[src/rtl/arb_pkg.sv]
// Shared types and constants for the four-requester arbiter: FSM state encoding,
// requester count, index width and a one-hot helper.
package arb_pkg;

  localparam int NREQ  = 4;
  localparam int IDX_W = 2;

  typedef enum logic [1:0] {
    IDLE    = 2'b00,
    GRANT   = 2'b01,
    RELEASE = 2'b10
  } state_e;

  function automatic logic [NREQ-1:0] idx_to_onehot(input logic [IDX_W-1:0] idx);
    logic [NREQ-1:0] oh;
    oh      = '0;
    oh[idx] = 1'b1;
    return oh;
  endfunction

endpackage

[src/rtl/rr_pick4.sv]
// Combinational winner selection: round-robin search starting at i_ptr, or
// fixed priority (highest index wins) when i_mode is high.
module rr_pick4
  import arb_pkg::*;
(
  input  logic [NREQ-1:0]  i_req,
  input  logic [IDX_W-1:0] i_ptr,
  input  logic             i_mode,
  output logic [IDX_W-1:0] o_idx,
  output logic             o_any
);

  logic [IDX_W-1:0] w_cand;

  always_comb begin
    // NOTE: every output gets a default first so no path leaves it unassigned (no latch).
    o_idx  = '0;
    w_cand = '0;
    o_any  = |i_req;
    if (i_mode) begin
      for (int k = 0; k < NREQ; k++) begin
        if (i_req[k]) o_idx = IDX_W'(k);
      end
    end else begin
      // Walk offsets from far to near so the closest requester after i_ptr is assigned last.
      for (int k = NREQ - 1; k >= 0; k--) begin
        w_cand = i_ptr + IDX_W'(k);
        if (i_req[w_cand]) o_idx = w_cand;
      end
    end
  end

endmodule

[config.mk]
export PLATFORM = sky130hd
export DESIGN_NAME = rr_pick4
export DESIGN_NICKNAME = d
export VERILOG_FILES = /design/src/rtl/arb_pkg.sv /design/src/rtl/rr_pick4.sv
export SDC_FILE = /design/constraint.sdc
export NUM_CORES = 1
export LEC_CHECK = 0
export ABC_CLOCK_PERIOD_IN_PS = 3200
export BUFFER_PORTS_ARGS = -buffer_cell sky130_fd_sc_hd__buf_4
export CORE_AREA = 2 2 39 41
export DETAILED_ROUTE_END_ITERATION = 10
export DIE_AREA = 0 0 41 43
export GPL_TIMING_DRIVEN = 1
export SLEW_MARGIN = 20
export SYNTH_ARGS = -nofsm -noshare
export SYNTH_HDL_FRONTEND = slang
export SYNTH_SLANG_ARGS = --single-unit
[constraint.sdc]
create_clock -name vclk -period 3.2
set_input_delay 0.32 -clock vclk [all_inputs]
set_output_delay 0.32 -clock vclk [all_outputs]
set_load 0.1 [all_outputs]
Yosys cells after proc, flatten, opt, wreduce, memory -nomap -nowiden
Cells that the tools add are included.
{"block": "word_totals", "register_bits": 0, "in_bits": 7, "out_inout_bits": 3, "wordCells": 24}
{"block": "classes", "n_addsub": 3, "n_lt_le_gt_ge": 4, "n_mux": 16, "n_reduce_logical": 1}
{"op": "2-to-1 mux 2 bit", "count": 7}
{"op": "< comparator 2 x 3 -> 1 bit, second input constant", "count": 4}
{"op": "binary-select mux 1 bit (select 2 bit)", "count": 4}
{"op": "2-to-1 mux 1 bit", "count": 5}
{"op": "adder 2 bit, second input constant", "count": 2}
{"op": "OR reduction 4 bit", "count": 1}
{"op": "adder 2 x 1 -> 2 bit, second input constant", "count": 1}

Logic depth before layout (Yosys ltp)
Gate-level depths: netlist of the first run.
{"block": "depth", "ltp_word": 8, "ltp_mapped": 4}

Worst setup path before layout of the first run
No wires, ideal clock.
{"block": "synth_path", "path_type": "input to output", "from": "input port i_req[1]", "to": "output port o_idx[1]", "arrival_time_ns": 1.840, "setup_slack_ns": 1.040, "cell_stages": 3, "n_path_buf": 0, "cell_sequence": "o2111ai_1 -> a21oi_1 -> nor2_1"}
{"block": "synth_between", "elab_chain_cells": 7}
{"item": "start, declared", "line_no": "rr_pick4.sv:6", "rtl": "input logic [NREQ-1:0] i_req,"}
{"item": "binary-select mux 1 bit (select 2 bit)", "line_no": "rr_pick4.sv:28", "rtl": "if (i_req[w_cand]) o_idx = w_cand;"}
{"item": "2-to-1 mux 1 bit (not written as such)", "line_no": "rr_pick4.sv:28"}
{"item": "2-to-1 mux 2 bit (3 in a row)", "line_no": "rr_pick4.sv:28"}
{"item": "2-to-1 mux 2 bit (*)", "line_no": "rr_pick4.sv:28"}
{"item": "2-to-1 mux 2 bit (*)", "line_no": "rr_pick4.sv:20", "rtl": "if (i_mode) begin"}
{"item": "end, declared", "line_no": "rr_pick4.sv:9", "rtl": "output logic [IDX_W-1:0] o_idx,"}
Every way passes the cells marked *; elsewhere a longest branch is shown, timed or not. The select of a mux whose other input is x is not followed.

Worst setup path after layout of the first run
{"block": "layout_path", "from": "input port i_req[1]", "to": "output port o_idx[0]"}
{"block": "layout_between", "elab_chain_cells": 7}
{"item": "binary-select mux 1 bit (select 2 bit)", "line_no": "rr_pick4.sv:28"}
{"item": "2-to-1 mux 1 bit (not written as such)", "line_no": "rr_pick4.sv:28"}
{"item": "2-to-1 mux 2 bit (4 in a row)", "line_no": "rr_pick4.sv:28"}
{"item": "2-to-1 mux 2 bit (*)", "line_no": "rr_pick4.sv:20"}
Marks and branches as above.

==> results of run 1 <==
-- area by class of cell --
type | count | area share, %
Inverter | 2 | 3.046
Multi-Input combinational cell | 21 | 58.38
Tap cell | 16 | 8.122
Timing Repair Buffer | 10 | 30.46
-- cells in the final DEF (no fill, tap or decap), types with 2 or more instances in the layout --
master and count:
buf_4 10, a21oi_1 3, o21ai_0 3, inv_1 2, nor3_1 3
-- metrics by stage --
step                      power, mW  area [µm²]
final                       0.05720       246.5
after detailed placement    0.05738       246.5
after global placement      0.05668       246.5
after global routing        0.06046       246.5
after CTS                   0.05742       246.5
after floorplan             0.03879       151.4
-- worst max-delay path by stage --
| stage | start | endpoint | slack, ns |
|---|---|---|---|
| 6_report | i_req[1] | o_idx[0] | 1.21 |
| 5_1_grt | i_req[1] | o_idx[0] | 1.17 |
| 4_1_cts | i_req[1] | o_idx[0] | 1.21 |
| 3_5_place_dp | i_req[1] | o_idx[0] | 1.21 |
| 3_3_place_gp | i_req[1] | o_idx[0] | 1.24 |
| 2_1_floorplan | i_req[1] | o_idx[1] | 1.04 |
-- metal layers --
| metal | up-vias | routed length [µm] | global-route usage, % |
|---|---|---|---|
| met5 | - | 0 | 0 |
| met4 | 0 | 0 | 0 |
| met3 | 0 | 55 | 0 |
| met2 | 9 | 226 | 9.063 |
| met1 | 97 | 182 | 6.646 |
| li1 | 110 | - | - |
-- synth_stat cells --
cell type	number
a21oi_1	3
nor3_1	3
o21ai_0	3
inv_1	2
a2111oi_2	1
a21oi_2	1
mux2_4	1
nand2_1	1
nand2b_1	1
nand3b_1	1
nor2_1	1
nor2b_1	1
o2111ai_1	1
o22ai_1	1
or3b_1	1
or4_2	1
-- power by group --
| part | internal (mW) | switching, mW |
|---|---|---|
| clock network | 0 | 0 |
| registers | 0 | 0 |
| logic | 0.0188 | 0.0384 |
| total | 0.0188 | 0.0384 |
-- cell families after synthesis --
group / count (synthesis) / synth area share, %
AOI/OAI and AO/OA: 10 / 45.45
buffers and inverters: 2 / 4.961
muxes: 1 / 9.914
and+or+nand+nor: 10 / 39.67
-- worst max-delay path, cell delays in order --
cell and delay, ns:
buf_4 0.14, or3b_1 0.18, a21oi_2 0.06, a2111oi_2 0.41, mux2_4 0.33, buf_4 0.23
==> flow_summary.json, run 1 <==
{
  "status": "finished clean",
  "seqCellArea_um2": 0,
  "peakVddDrop_uv": 36.40,
  "wl_per_cell_um": 9.469,
  "ctsHoldBuffers": 0,
  "p_leak_nw": 0.09758,
  "post-route-min-period_ns": 1.988,
  "drv_cap": 0,
  "antennaDiodeCount": 0,
  "n_fill_cell": 159,
  "endpoint_kind": "output pin",
  "pre_cts_ws_ns": 1.206,
  "drtIter0Drc": 2,
  "crit_type": "in -> out",
  "rsz0062_at_grt": "false",
  "yosysWarnings": 0,
  "yosysTopAreaCell": "a21oi_1",
  "hold_end": "o_any",
  "numPortBuffers": 10,
  "utilization_pct": 17.81,
  "avgSynthCellArea_um2": 6.582,
  "syn_to_final_growth_pct": 62.81,
  "cts_resized": 0,
  "routed_wl_um": 464,
  "dieHeight_um": 43,
  "cp_max_fo": 8,
  "fin_crit_sh_pct": 62.14,
  "grt_first_pass_wirelength_um": 676,
  "synth_nets": 30,
  "yosys.area.top_type_share_pct": 9.917,
  "dp_hpwl_um": 370.7,
  "max_slew_margin_pct": 75.12,
  "rows": 14,
  "nFlopsAndLatches": 0,
  "layout_setup_ws_ns": 1.212,
  "ioPinCount": 10,
  "nClkBuffers": 0,
  "hold_viol": 0,
  "setup_viol": 0,
  "grt_max_degree": 9,
  "routed-via-count": 216,
  "ys_top_cells_by_area": "a21oi_1 (9.9%), nor3_1 (9.9%), o21ai_0 (9.9%)",
  "route.detailed.drc": 0,
  "fin_setup_tns_ns": 0,
  "cp_data_arrival_time_ns": 1.67,
  "gp_congestion": 0.6646,
  "hold_depth": 3,
  "dieArea_um2": 1763,
  "drtAntennaViolNets": 0,
  "first_pass_iters": 4,
  "synth_cell_type_count": 16,
  "viasPerCell": 4.408,
  "p_per_area_nw_per_um2": 232.1,
  "post_cts_buffers": 0,
  "die_w_um": 41,
  "design.core.area_um2": 1384,
  "nets": 42,
  "min_from": "i_req[2]",
  "max_freq_mhz": 502.9,
  "multiInputGateArea_um2": 143.9,
  "grt_pass1_vias": 166,
  "hold_path.class": "in -> out",
  "initial_core_util_pct": 10.94,
  "grt-ovfl-total": 0,
  "worstMarginPinSlew_ns": 0.3724,
  "seq_area_frac_synth_pct": 0,
  "hold_slack_ns": 1.139,
  "layout-drive-gt1-share_pct": 42.42,
  "antenna_found_initial": 0,
  "required_ns": 2.88,
  "dpl.cell_count": 49,
  "synthCells": 23,
  "cp-start-kind": "input pin",
  "grt_use_total_pct": 4.995,
  "syn-cell-area_um2": 151.4,
  "fin_cells": 49,
  "maxSlewViolCount": 0
}
Power figures use the tool's default switching activity.
==> run 2: changes to the inputs <==
--- a/config.mk
+++ b/config.mk
@@ -5,7 +5,8 @@
 export SDC_FILE = /design/constraint.sdc
 export NUM_CORES = 1
 export LEC_CHECK = 0
-export ABC_CLOCK_PERIOD_IN_PS = 3200
+export ABC_AREA = 1
+export ABC_CLOCK_PERIOD_IN_PS = 2000
 export BUFFER_PORTS_ARGS = -buffer_cell sky130_fd_sc_hd__buf_4
 export CORE_AREA = 2 2 39 41
 export DETAILED_ROUTE_END_ITERATION = 10
==> constraint.sdc (replaced) <==
create_clock -name vclk -period 2
set_input_delay 0.2 -clock vclk [all_inputs]
set_output_delay 0.2 -clock vclk [all_outputs]
set_load 0.1 [all_outputs]
==> flow_summary.json, run 2 <==
{
  "die_w_um": 41,
  "drv_cap": 0,
  "routed-via-count": 308,
  "nets": 64,
  "fin_cells": 71,
  "required_ns": 1.80,
  "antennaDiodeCount": 0,
  "synthCells": 46,
  "hold_path.class": "in -> out",
  "cp_max_fo": 5,
  "p_per_area_nw_per_um2": 340.9,
  "avgSynthCellArea_um2": 5.195,
  "setup_viol": 0,
  "dp_hpwl_um": 490.6,
  "peakVddDrop_uv": 100.8,
  "fin_setup_tns_ns": 0,
  "critical_path.top_delay_family": "simple AND/OR/NAND/NOR gates",
  "p_seq_share_pct": 0,
  "dieArea_um2": 1763,
  "max_slew_margin_pct": 82.64,
  "p_leak_nw": 0.1828,
  "dieHeight_um": 43,
  "grt_first_pass_wirelength_um": 938,
  "nFlopsAndLatches": 0,
  "p_sw_share_pct": 68.71,
  "cts_resized": 0,
  "p_switching_uw": 76.20,
  "endpoint_kind": "output pin",
  "p_int_uw": 34.70,
  "syn_to_final_growth_pct": 36.13,
  "grt_pass1_vias": 265,
  "cp-start-kind": "input pin",
  "fin_area_um2": 325.3,
  "grt_use_total_pct": 6.993,
  "grt-ovfl-total": 0,
  "synth_nets": 53,
  "crit_slowest_cell": "buf_4",
  "max_freq_mhz": 669.7,
  "dpl-instance-area_um2": 325.3,
  "netlist_top_cells_count": "nand2_1 (11), nand3_1 (10), inv_1 (8)",
  "initial_core_util_pct": 17.27,
  "hold_viol": 0,
  "max_stage_delay_ns": 0.29,
  "viasPerCell": 4.338,
  "syn-cell-area_um2": 239.0,
  "worstMarginPinSlew_ns": 0.2588,
  "ys_top_cells_by_area": "nand3_1 (21%), nand2_1 (17%), inv_1 (13%)",
  "cp_data_arrival_time_ns": 1.29,
  "synth.most_common_cell": "nand2_1",
  "seq_area_frac_synth_pct": 0,
  "route.detailed.drc": 0,
  "design.core.area_um2": 1384,
  "yosysTopAreaCell": "nand3_1",
  "drtIter0Drc": 8,
  "post_cts_buffers": 0,
  "comb_power_share_pct": 100.0,
  "wl_per_cell_um": 7.606,
  "yosys.area.top_type_share_pct": 20.94,
  "first_pass_iters": 4,
  "ioPinCount": 10,
  "nClkBuffers": 0,
  "rows": 14,
  "path_cells": "buf_4 > inv_1 > nand3_1 > and2_4 > nand3_2 > nand3_1 > nand2_1 > nor2_1 > nor2_2 > buf_4",
  "routed_wl_um": 540,
  "status": "finished clean",
  "drtAntennaViolNets": 0,
  "final_cell_mix": "nand2_1 (11), nand3_1 (10), buf_4 (10)",
  "layout_commonest_cell": "nand2_1",
  "gp_congestion": 0.7664,
  "layout-drive-gt1-share_pct": 34.55,
  "p_clk_share_pct": 0,
  "grt_max_degree": 9,
  "rsz0062_at_grt": "false",
  "dpl.cell_count": 71,
  "ctsHoldBuffers": 0,
  "numPortBuffers": 10,
  "worst-path-buf-inv": 3,
  "crit_type": "in -> out",
  "yosysWarnings": 0,
  "maxSlewViolCount": 0,
  "seqCellArea_um2": 0,
  "post-route-min-period_ns": 1.493,
  "fin_crit_sh_pct": 74.66,
  "synth_cell_type_count": 15,
  "antenna_found_initial": 0
}
run 2: cell count changes in the layout (fill, tap and decap cells not counted), moves of 2 or more:
cell / previous run / this run
o21ai_0: 3 / 0
inv_1: 2 / 8
nand2_1: 1 / 11
a21oi_1: 3 / 1
nor3_1: 3 / 0
o21ai_1: 0 / 2
nand2_2: 0 / 3
nand3_1: 0 / 10
run 2: tightest hold or removal path, cell delays in order:
cell and delay, ns:
buf_4 0.09, a31oi_1 0.03, nand2_1 0.05, o21ai_1 0.05
buf_4 0.23
run 2: layout make-up:
class,count,area [µm²]
tap,16,20.02
timing repair buffer,10,75.07
fill,169,1059
inverter,9,38.79
multi-input combinational,36,191.4
run 2: routing by layer:
| layer | track usage (%) | vias up | part of all wire, % |
|---|---|---|---|
| met5 | 0 | - | 0 |
| met4 | 0 | 0 | 0 |
| met3 | 0 | 0 | 5.7 |
| met2 | 12.81 | 7 | 52 |
| met1 | 9.177 | 135 | 42 |
| li1 | - | 166 | - |
run 2: worst paths after layout:
kind,from,to,slack [ns],cells past startpoint
worst max-delay path,i_ptr[1],o_idx[0],0.51,10
worst min-delay path,i_mode,o_idx[1],0.85,5
run 2: cell families after synthesis:
family	synth area share, %
and+or+nand+nor	63.35
buffers and inverters	20.94
AOI/OAI and AO/OA	15.71
run 2: stage by stage:
stage | total power [mW] | setup WS (ns) | hold WS (ns) | util (%)
final | 0.1109 | 0.5069 | 0.8527 | 23.51
after global routing | 0.1200 | 0.3354 | 0.8748 | 23.51
after CTS | 0.1114 | 0.4904 | 0.8575 | 23.51
after detailed placement | 0.1114 | 0.4868 | 0.8573 | 23.51
after global placement | 0.1115 | 0.5045 | 0.8559 | 23.51
after floorplan | 0.08606 | 0.09665 | 0.8223 | -
run 2: power groups by stage:
stage	sequential (mW)	combinational, mW	clock (mW)
after floorplan	0	0.0861	0
after global placement	0	0.112	0
after detailed placement	0	0.111	0
after CTS	0	0.111	0
after global routing	0	0.120	0
final	0	0.111	0
==> run 3: changes to the inputs <==
--- a/config.mk
+++ b/config.mk
@@ -6,7 +6,7 @@
 export NUM_CORES = 1
 export LEC_CHECK = 0
 export ABC_AREA = 1
-export ABC_CLOCK_PERIOD_IN_PS = 2000
+export ABC_CLOCK_PERIOD_IN_PS = 1500
 export BUFFER_PORTS_ARGS = -buffer_cell sky130_fd_sc_hd__buf_4
 export CORE_AREA = 2 2 39 41
 export DETAILED_ROUTE_END_ITERATION = 10
==> constraint.sdc (replaced) <==
create_clock -name vclk -period 1.5
set_input_delay 0.15 -clock vclk [all_inputs]
set_output_delay 0.15 -clock vclk [all_outputs]
set_load 0.1 [all_outputs]
==> flow_summary.json, run 3 (synthesis results as in run 2) <==
{
  "status": "finished clean",
  "routed-via-count": 318,
  "post-route-min-period_ns": 1.380,
  "antennaDiodeCount": 0,
  "grt_max_degree": 9,
  "critical_path.top_delay_family": "simple AND/OR/NAND/NOR gates",
  "p_per_area_nw_per_um2": 456.8,
  "comb_power_share_pct": 100.0,
  "total_power_uw": 150.3,
  "nets": 64,
  "drv_cap": 0,
  "setup_viol": 0,
  "dp_hpwl_um": 490,
  "required_ns": 1.35,
  "final_cell_mix": "nand2_1 (11), nand3_1 (10), buf_4 (10)",
  "grt_use_total_pct": 6.693,
  "ctsHoldBuffers": 0,
  "p_clk_share_pct": 0,
  "worst-path-buf-inv": 2,
  "drtIter0Drc": 7,
  "dieHeight_um": 43,
  "viasPerCell": 4.479,
  "maxSlewViolCount": 0,
  "dieArea_um2": 1763,
  "layout_commonest_cell": "nand2_1",
  "grt-ovfl-total": 0,
  "die_w_um": 41,
  "crit_slowest_cell": "buf_4",
  "utilization_pct": 23.78,
  "numPortBuffers": 10,
  "p_switching_uw": 103.3,
  "p_int_uw": 47.03,
  "p_leak_nw": 0.1841,
  "path_cells": "buf_4 > nand2_1 > nand3_1 > nand2_1 > nand3_2 > a21oi_2 > nor2_1 > nor2_2 > buf_4",
  "route.detailed.drc": 0,
  "gp_congestion": 0.7862,
  "fin_setup_tns_ns": 0,
  "dpl-instance-area_um2": 329.1,
  "fin_crit_sh_pct": 92.02,
  "fin_area_um2": 329.1,
  "nFlopsAndLatches": 0,
  "nClkBuffers": 0,
  "cp_max_fo": 8,
  "max_slew_margin_pct": 82.40,
  "layout-drive-gt1-share_pct": 36.36,
  "grt_pass1_vias": 259,
  "syn_to_final_growth_pct": 37.70,
  "endpoint_kind": "output pin",
  "peakVddDrop_uv": 147.2,
  "max_stage_delay_ns": 0.29,
  "initial_core_util_pct": 17.27,
  "wl_per_cell_um": 7.761,
  "cts_resized": 0,
  "grt_first_pass_wirelength_um": 897,
  "design.core.area_um2": 1384,
  "p_seq_share_pct": 0,
  "hold_path.class": "in -> out",
  "post_cts_buffers": 0,
  "routed_wl_um": 551,
  "crit_type": "in -> out",
  "rows": 14,
  "max_freq_mhz": 724.5,
  "worstMarginPinSlew_ns": 0.2624,
  "n_fill_cell": 158,
  "first_pass_iters": 4,
  "antenna_found_initial": 0,
  "cp_data_arrival_time_ns": 1.23,
  "rsz0062_at_grt": "false",
  "hold_slack_ns": 0.7626,
  "p_sw_share_pct": 68.71,
  "drtAntennaViolNets": 0,
  "ioPinCount": 10,
  "seqCellArea_um2": 0,
  "hold_viol": 0,
  "cp-start-kind": "input pin"
}
## run 3: changes by cell type in the layout (fill, tap and decap cells not counted)
cell | before | now
o21ai_2 | 0 | 1
o21ai_1 | 2 | 1
## run 3: final cells by class
cell class,count,area (µm²),share of cell area [%]
inverter,9,38.79,11.79
multi-input combinational,36,195.2,59.32
tap,16,20.02,6.084
timing repair buffer,10,75.07,22.81
## run 3: routing by layer
layer / part of all wire (%) / GRT usage (%) / vias up
met2: 55 / 12.19 / 7
met4: 0 / 1.333 / 0
met5: 0 / 0 / -
li1: - / - / 169
met3: 4.0 / 0.5236 / 0
met1: 41 / 7.911 / 142
## run 3: worst paths after layout
| path | from | endpoint | slack [ns] | cells past startpoint |
|---|---|---|---|---|
| worst max-delay path | i_ptr[0] | o_idx[0] | 0.12 | 9 |
| worst min-delay path | i_mode | o_idx[1] | 0.76 | 5 |
## run 3: power groups by stage
| stage | sequential, mW | clock (mW) | combinational (mW) |
|---|---|---|---|
| after floorplan | 0 | 0 | 0.117 |
| after global placement | 0 | 0 | 0.150 |
| after detailed placement | 0 | 0 | 0.151 |
| after CTS | 0 | 0 | 0.151 |
| after global routing | 0 | 0 | 0.161 |
| final | 0 | 0 | 0.150 |
## run 3: metrics by stage
stage / worst slack (ns) / cells
after floorplan: -0.1956 / 46
after global placement: 0.1145 / 71
after detailed placement: 0.1133 / 71
after CTS: 0.1134 / 71
after global routing: 0.0007629 / 71
final: 0.1197 / 71
